[src/rtl/mips_pkg.sv]
// Shared types and constants for the pipeline hazard sequencer.
package mips_pkg;
    localparam int COUNTERWIDTH     = 32;
    localparam int DRAIN_CYCLES_DEF = 3;

    typedef enum logic [1:0] {
        RUN    = 2'd0,
        STALL  = 2'd1,
        DRAIN  = 2'd2,
        HALTED = 2'd3
    } seqState_e;

    // A distance of 3 can never need more than two bubbles.
    function automatic logic [1:0] clamp_dist(input logic [1:0] d);
        return (d == 2'd3) ? 2'd2 : d;
    endfunction
endpackage

[src/rtl/sat_counter.sv]
// Event counter that sticks at all-ones instead of wrapping.
module sat_counter
    import mips_pkg::*;
#(
    parameter logic [COUNTERWIDTH-1:0] INIT = '0
) (
    input  logic                    clk,
    input  logic                    rst_n,
    input  logic                    en,
    output logic [COUNTERWIDTH-1:0] count
);
    logic [COUNTERWIDTH-1:0] count_q;
    logic [COUNTERWIDTH-1:0] count_d;

    always_comb begin
        count_d = count_q;
        if (en && (count_q != '1)) begin
            count_d = count_q + COUNTERWIDTH'(1);
        end
    end

    always_ff @(posedge clk or negedge rst_n) begin
        if (!rst_n) begin
            count_q <= INIT;
        end else begin
            count_q <= count_d;
        end
    end

    assign count = count_q;
endmodule

[src/rtl/pipe_sequencer.sv]
// Stall / flush / halt-drain sequencer for a five-stage pipeline.
module pipe_sequencer
    import mips_pkg::*;
#(
    parameter bit                      FORWARD_EN   = 1'b1,
    parameter int                      DRAIN_CYCLES = DRAIN_CYCLES_DEF,
    parameter logic [COUNTERWIDTH-1:0] STAT_INIT    = '0
) (
    input  logic                    clk,
    input  logic                    reset,
    input  logic                    hazard,
    input  logic [1:0]              hazardDist,
    input  logic                    loadUse,
    input  logic                    branchTaken,
    input  logic                    haltSignal,
    output logic                    pcWrite,
    output logic                    ifIdWrite,
    output logic                    ifIdFlush,
    output logic                    idExBubble,
    output logic                    haltDone,
    output logic [COUNTERWIDTH-1:0] stallCycles,
    output logic [COUNTERWIDTH-1:0] hazardEvents,
    output logic [COUNTERWIDTH-1:0] flushEvents
);
    localparam int CW = (DRAIN_CYCLES > 3) ? $clog2(DRAIN_CYCLES + 1) : 2;

    seqState_e state_q;
    seqState_e state_d;
    logic [CW-1:0] cnt_q;
    logic [CW-1:0] cnt_d;

    logic [1:0] stall_n;
    logic       in_run;
    logic       in_stall;
    logic       flush_ev;
    logic       stall_ev;
    logic       halt_ev;
    logic       stall_cyc;

    assign stall_n = FORWARD_EN ? {1'b0, loadUse} : clamp_dist(hazardDist);
    assign in_run   = reset && (state_q == RUN);
    assign in_stall = reset && (state_q == STALL);

    assign flush_ev  = branchTaken && (in_run || in_stall);
    assign stall_ev  = in_run && !branchTaken && hazard && (stall_n != 2'd0);
    assign halt_ev   = in_run && !branchTaken && !stall_ev && haltSignal;
    assign stall_cyc = stall_ev || (in_stall && !branchTaken);

    always_comb begin
        state_d = state_q;
        cnt_d   = cnt_q;
        unique case (state_q)
            RUN: begin
                if (flush_ev) begin
                    cnt_d = '0;
                end else if (stall_ev) begin
                    cnt_d = CW'(stall_n) - CW'(1);
                    if (stall_n == 2'd2) begin
                        state_d = STALL;
                    end
                end else if (halt_ev) begin
                    cnt_d   = CW'(DRAIN_CYCLES);
                    state_d = (DRAIN_CYCLES > 0) ? DRAIN : HALTED;
                end
            end
            STALL: begin
                if (flush_ev) begin
                    cnt_d   = '0;
                    state_d = RUN;
                end else begin
                    cnt_d = cnt_q - CW'(1);
                    if (cnt_q <= CW'(1)) begin
                        state_d = RUN;
                    end
                end
            end
            DRAIN: begin
                cnt_d = cnt_q - CW'(1);
                if (cnt_q <= CW'(1)) begin
                    state_d = HALTED;
                end
            end
            HALTED: begin
                cnt_d = '0;
            end
            default: begin
                state_d = RUN;
                cnt_d   = '0;
            end
        endcase
    end

    always_ff @(posedge clk or negedge reset) begin
        if (!reset) begin
            state_q <= RUN;
            cnt_q   <= '0;
        end else begin
            state_q <= state_d;
            cnt_q   <= cnt_d;
        end
    end

    // Mealy outputs; reset overrides everything back to free-running.
    always_comb begin
        pcWrite    = 1'b1;
        ifIdWrite  = 1'b1;
        ifIdFlush  = 1'b0;
        idExBubble = 1'b0;
        if (flush_ev) begin
            ifIdFlush  = 1'b1;
            idExBubble = 1'b1;
        end else if (stall_cyc || halt_ev ||
                     (reset && (state_q == DRAIN)) ||
                     (reset && (state_q == HALTED))) begin
            pcWrite    = 1'b0;
            ifIdWrite  = 1'b0;
            idExBubble = 1'b1;
        end
    end

    assign haltDone = reset && (state_q == HALTED);

    sat_counter #(.INIT(STAT_INIT)) u_stall_cnt (
        .clk   (clk),
        .rst_n (reset),
        .en    (stall_cyc),
        .count (stallCycles)
    );

    sat_counter #(.INIT(STAT_INIT)) u_hazard_cnt (
        .clk   (clk),
        .rst_n (reset),
        .en    (stall_ev),
        .count (hazardEvents)
    );

    sat_counter #(.INIT(STAT_INIT)) u_flush_cnt (
        .clk   (clk),
        .rst_n (reset),
        .en    (flush_ev),
        .count (flushEvents)
    );
endmodule

[config.mk]
export PLATFORM = sky130hd
export DESIGN_NAME = pipe_sequencer
export DESIGN_NICKNAME = d
export VERILOG_FILES = /design/src/rtl/mips_pkg.sv /design/src/rtl/sat_counter.sv /design/src/rtl/pipe_sequencer.sv
export SDC_FILE = /design/constraint.sdc
export NUM_CORES = 1
export LEC_CHECK = 0
export CAP_MARGIN = 20
export CORE_ASPECT_RATIO = 1.2
export CORE_MARGIN = 2
export CORE_UTILIZATION = 35
export CTS_CLUSTER_DIAMETER = 30
export DETAILED_ROUTE_END_ITERATION = 8
export GPL_ROUTABILITY_DRIVEN = 0
export PLACE_DENSITY_LB_ADDON = 0.15
export SYNTH_ARGS = -nofsm -noshare
export SYNTH_HDL_FRONTEND = slang
export SYNTH_HIERARCHICAL = 1
export SYNTH_SLANG_ARGS = --single-unit
[constraint.sdc]
create_clock -name clk -period 7.2 [get_ports clk]
set_input_delay 1.08 -clock clk [delete_from_list [all_inputs] [get_ports clk]]
set_output_delay 1.08 -clock clk [all_outputs]
set_load 0.05 [all_outputs]
; After elaboration in Yosys (flattened, before gate mapping)
; Cells that the tools add are included.
; W data, S select, Z words.
[word_totals]
register_bits = 100
input_bits = 8
out_inout_bits = 101
word_cells = 64
[op_classes]
n_addsub = 5
order_cmp = 1
n_eq_ne = 12
muxes = 17
n_reduce_logical = 24
[op_table]
columns = cell, count
row1 = $add A32 B1 Y32 const B, 3
row2 = $ne A32 B32 Y1 const B, 3
row3 = $mux W2, 10
row4 = $logic_and A1 B1 Y1, 14
row5 = $ne A2 B2 Y1 const B, 4
row6 = $pmux W2 S4, 1
row7 = $pmux W2 S3, 1
row8 = $reduce_and A6 Y1, 1
row9 = $logic_or A1 B1 Y1, 5
row10 = $mux W1, 5
row11 = $eq A2 B2 Y1 const B, 2
row12 = $ne A4 B3 Y1 const B, 1
row13 = $ne A3 B1 Y1 const B, 1
row14 = $reduce_bool A3 Y1, 1
row15 = $eq A2 B1 Y1 const B, 1
row16 = $le A2 B1 Y1 const B, 1
row17 = $logic_not A1 Y1, 2
row18 = $logic_not A2 Y1, 1
row19 = $sub A1 B1 Y2 const B, 1
row20 = $sub A2 B1 Y2 const B, 1

; Logic depth before layout (Yosys ltp)
[depth]
ltp_word = 13
ltp_mapped = 10
depth_no_buf = 8

; By module
; The synthesis kept the hierarchy.
[by_module_without_submodules]
columns = mod, instances, cells_per_inst, area_each_um2, seq_area_each_um2
row1 = sat_counter, 3, 151, 1624.1, 800.8
row2 = pipe_sequencer, 1, 35, 292.8, 100.1

; Least setup slack after synthesis
; Ideal clock, no wire load.
[synth_path]
kind = input port to output port
start = input port hazard
end = output port pcWrite
arrival_time_ps = 2905
required_ps = 6120
slack_ps = 3215
stages = 4
n_path_buf = 1
cell_sequence = a211oi_1 nor2_1 o21ai_0 buf_4
[synth_between]
elab_chain_cells = 10
word_cells_on_any_way = 11
cone_classes = 2 x mux / 9 x reduce/logical
[synth_lines]
columns = item, line_no
row1 = "start, declared", pipe_sequencer.sv:11  ; input logic hazard,
row2 = $logic_and A1 B1 Y1 * (2 in series), pipe_sequencer.sv:45  ; assign stall_ev = in_run && !branchTaken && hazard && (stall_n != 2'd0);
row3 = $logic_not A1 Y1, pipe_sequencer.sv:46  ; assign halt_ev = in_run && !branchTaken && !stall_ev && haltSignal;
row4 = $logic_and A1 B1 Y1 (2 in series), pipe_sequencer.sv:46
row5 = $logic_or A1 B1 Y1 * (2 in series), pipe_sequencer.sv:112  ; end else if (stall_cyc || halt_ev ||
row6 = $logic_or A1 B1 Y1 *, pipe_sequencer.sv:113  ; (reset && (state_q == DRAIN)) ||
row7 = $mux W1 * (2 in series), -
row8 = "end, declared", pipe_sequencer.sv:16  ; output logic pcWrite,
; Mark *: on every way between the ends. The rest lies on a longest branch, timed or not.

; Worst setup path in the final report
[layout_path]
start = input port branchTaken
end = output port ifIdFlush
[layout_between]
elab_chain_cells = 2
[layout_lines]
columns = item, line_no
row1 = "start, declared", pipe_sequencer.sv:14  ; input logic branchTaken,
row2 = $logic_and A1 B1 Y1, pipe_sequencer.sv:44  ; assign flush_ev = branchTaken && (in_run || in_stall);
row3 = $mux W1, pipe_sequencer.sv:109  ; if (flush_ev) begin
row4 = "end, declared", pipe_sequencer.sv:18  ; output logic ifIdFlush,
; No other way between the ends.

==> out/summary.txt <==
Antenna diodes - 0
post-synthesis cell count - 488
PwrDens - 219 mW/mm^2
Placed Area - 0.00639 mm^2
Detailed Place HPWL - 9.18 mm
Slew @ Worst Pin - 1.04 ns
Die Wd - 115 um
DR vias - 4247
Clock Path Buffers - 2
Worst path slowest cell - clkdlybuf4s50_1
Pleak - 2.64 nW
Net Switching - 0.462 mW
Synth Register Bits - 100
Initial Util - 35.8%
Syn Area/Cell - 10.6 um^2
Seq/Total Area, Yosys - 48.4%
Post-synth top flop - dfrtp_1
Die Ht - 137 um
Clk Latency, worst-skew pair - 0.35 ns
die area - 0.0157 mm^2
most frequent CP cell - clkdlybuf4s50_1
fin util - 46.5%
post-synth cell types - 42
worst endpoint required time - 6.12 ns
Detailed Routing Iterations Pass 1 - 4
Num CTS Buffers - 9
Final min period - 4.21 ns
hold violation count in the final report - 0
clock-pin slew on the worst setup and hold paths - 0.06 ns
vias per cell - 5.46
pin count of the biggest net entering global routing - 68
WHS Endpoint - cnt_q[0]$_DFFE_PN0P_
worst ir drop on vdd - 224 uV
hold path startpoint - cnt_q[0]$_DFFE_PN0P_
WHS - 0.492 ns
IO Port Bufs - 106
max cap viols - 0
vias in the first global route - 4116
worst flop-to-flop path startpoint - state_q[1]$_DFFE_PN0P_
1st-iter DRT viols - 223
WL/cell - 16.4 um
I/O pin total - 109
Final Slew Violations - 0
Pwr Total - 1.47 mW
sequential power share - 44.7%
crit path launch type - primary input
Max Clock Freq - 0.237 GHz
Sw Share - 31.5%
CTS tree - built
first-pass GRT wire length - 21.0 mm
clk sinks - 100
max incr delay on CP - 0.91 ns
CP Capture Type - output pin
fin worst setup slack - 2.99 ns
total global-route track usage - 16.8%
Final nets - 610
period utilisation layout - 58.5%
RSZ-0062 raised after global routing - no
CTS Root Cell - clkbuf_16
Post-Layout Inst Area - 0.00671 mm^2
antenna violations before repair - 0
Hold Buf Count CTS - 0
CTS resizes - 0
Post-Route Setup TNS - 0 ns
drc violations - 0
Synth Cell Area - 0.00516 mm^2
final wirelength - 12.7 mm
Hold Path Cell Cnt - 1
Placeable Area - 0.0144 mm^2
clk_skew - 0.00975 ns
R2R depth - 8
Clk pwr share - 34.7%
Placement Rows - 48
Post-synth ARST share - 100%
number of synthesized flops with an enable pin - 0
worst reg2reg endpoint - u_hazard_cnt/count[29]$_DFFE_PN0P_
syn_nets - 500
grt ovf - 0
Crit Path Max Fanout - 7
P&R area growth vs syn - 29.8%
P_int - 1.01 mW
post-route ant nets - 0
H-tree depth - 3
placed insts - 762
Critical Path, Cell by Cell - clkdlybuf4s50_1, nand2_1, nor2_1, clkdlybuf4s50_1
share of cells above drive strength 1 - 8.62%
Post-Layout Cell Count - 778
Placement Setup Slack - 2.97 ns
min-delay worst type - reg -> reg
Setup Fix Bufs, Post-CTS - 0
slew margin rel. - 30.1%
Combinational Power Share - 20.6%
FF-to-FF setup slack - 4.15 ns
crit path kind - in -> out
outcome - finished, final reports clean
YS warnings - 6
endpoints failing setup - 0
critical path arrival - 3.13 ns
-- registers in the layout (all words and copies together), names as in the netlist --
register and flops:
cnt_q 2, u_stall_cnt/count 32, state_q 2, u_flush_cnt/count 32, u_hazard_cnt/count 32
-- area by class of cell --
class                      instances  area (um^2)
tap                              175          219
sequential                       100         2500
fill                            1380         7710
clock buffer                      13          270
inverter                           5         18.8
clock inverter                     3         43.8
timing repair buffer             107         1070
multi-input combinational        375         2590
-- how the worst max path moves through the flow --
stage / startpoint / endpoint / slack, ns / depth (start not counted)
6_report: branchTaken / ifIdFlush / 2.99 / 4
3_5_place_dp: branchTaken / u_hazard_cnt/count[29]$_DFFE_PN0P_ / 2.97 / 9
3_3_place_gp: branchTaken / ifIdFlush / 2.99 / 4
5_1_grt: branchTaken / ifIdFlush / 2.89 / 4
2_1_floorplan: hazard / pcWrite / 3.21 / 4
4_1_cts: branchTaken / ifIdFlush / 2.98 / 4
-- critical path: cells and delay by family --
family                 cells  cell delay, ns
buffers and inverters      2            1.49
and+or+nand+nor            2            0.57
-- layout by cell type (no fill, tap or decap), drive strengths merged, types with 2 or more instances in the layout --
master         instances
dfrtp                100
buf                    2
xnor2                 72
ha                     4
nand3b                 3
xor2                  15
nor3                  16
nand4                 48
nor2b                  5
and3                   7
nand3                 48
o211ai                 6
nor4                  15
clkbuf                13
mux2                   6
and4                  12
a31oi                  5
or4                    6
o22ai                  2
o31ai                  3
nor2                  31
a21oi                  8
nor3b                  2
nand2                 54
inv                    5
clkdlybuf4s50        105
clkinv                 2
-- power groups by stage --
stage	Sequential (mW)	Clock, mW	Combinational (mW)
after floorplan	0.747	0	0.115
after global placement	0.665	0	0.300
after detailed placement	0.667	0	0.303
after CTS	0.657	0.527	0.305
after global routing	0.666	0.549	0.324
final	0.657	0.509	0.302
-- routing by layer --
metal,vias to the layer above,GRT usage (%),wire [um]
li1,2003,-,-
met1,2083,23.0,5790
met2,140,26.0,6050
met3,21,2.79,603
met4,0,8.10,306
met5,-,0,0
-- synth_stat cells (all sizes together) (6+ instances only) --
master | count | area share (%)
xnor2 | 72 | 12
nor3 | 16 | 2.1
and3 | 7 | 0.85
nor4 | 15 | 3.1
and4 | 12 | 2.0
dfrtp | 100 | 48
nand3 | 48 | 4.9
xor2 | 15 | 2.5
mux2 | 6 | 1.3
nand4 | 48 | 6.2
nand2 | 54 | 4.1
a21oi | 8 | 0.78
o211ai | 6 | 0.87
nor2 | 31 | 2.3
or4 | 6 | 1.3
-- logic make-up (layout without fill, tap and decap cells) --
| kind of cell | after synthesis | count (layout) | synth area share (%) |
|---|---|---|---|
| xor+xnor | 87 | 87 | 14.8 |
| flops | 100 | 100 | 48.4 |
| compound gates | 31 | 31 | 4.80 |
| mux | 6 | 6 | 1.31 |
| fa+ha+maj | 4 | 4 | 0.969 |
| simple gates | 247 | 247 | 28.2 |
| buf+inv | 13 | 128 | 1.48 |
No activity file was read; power rests on OpenSTA's default activity.
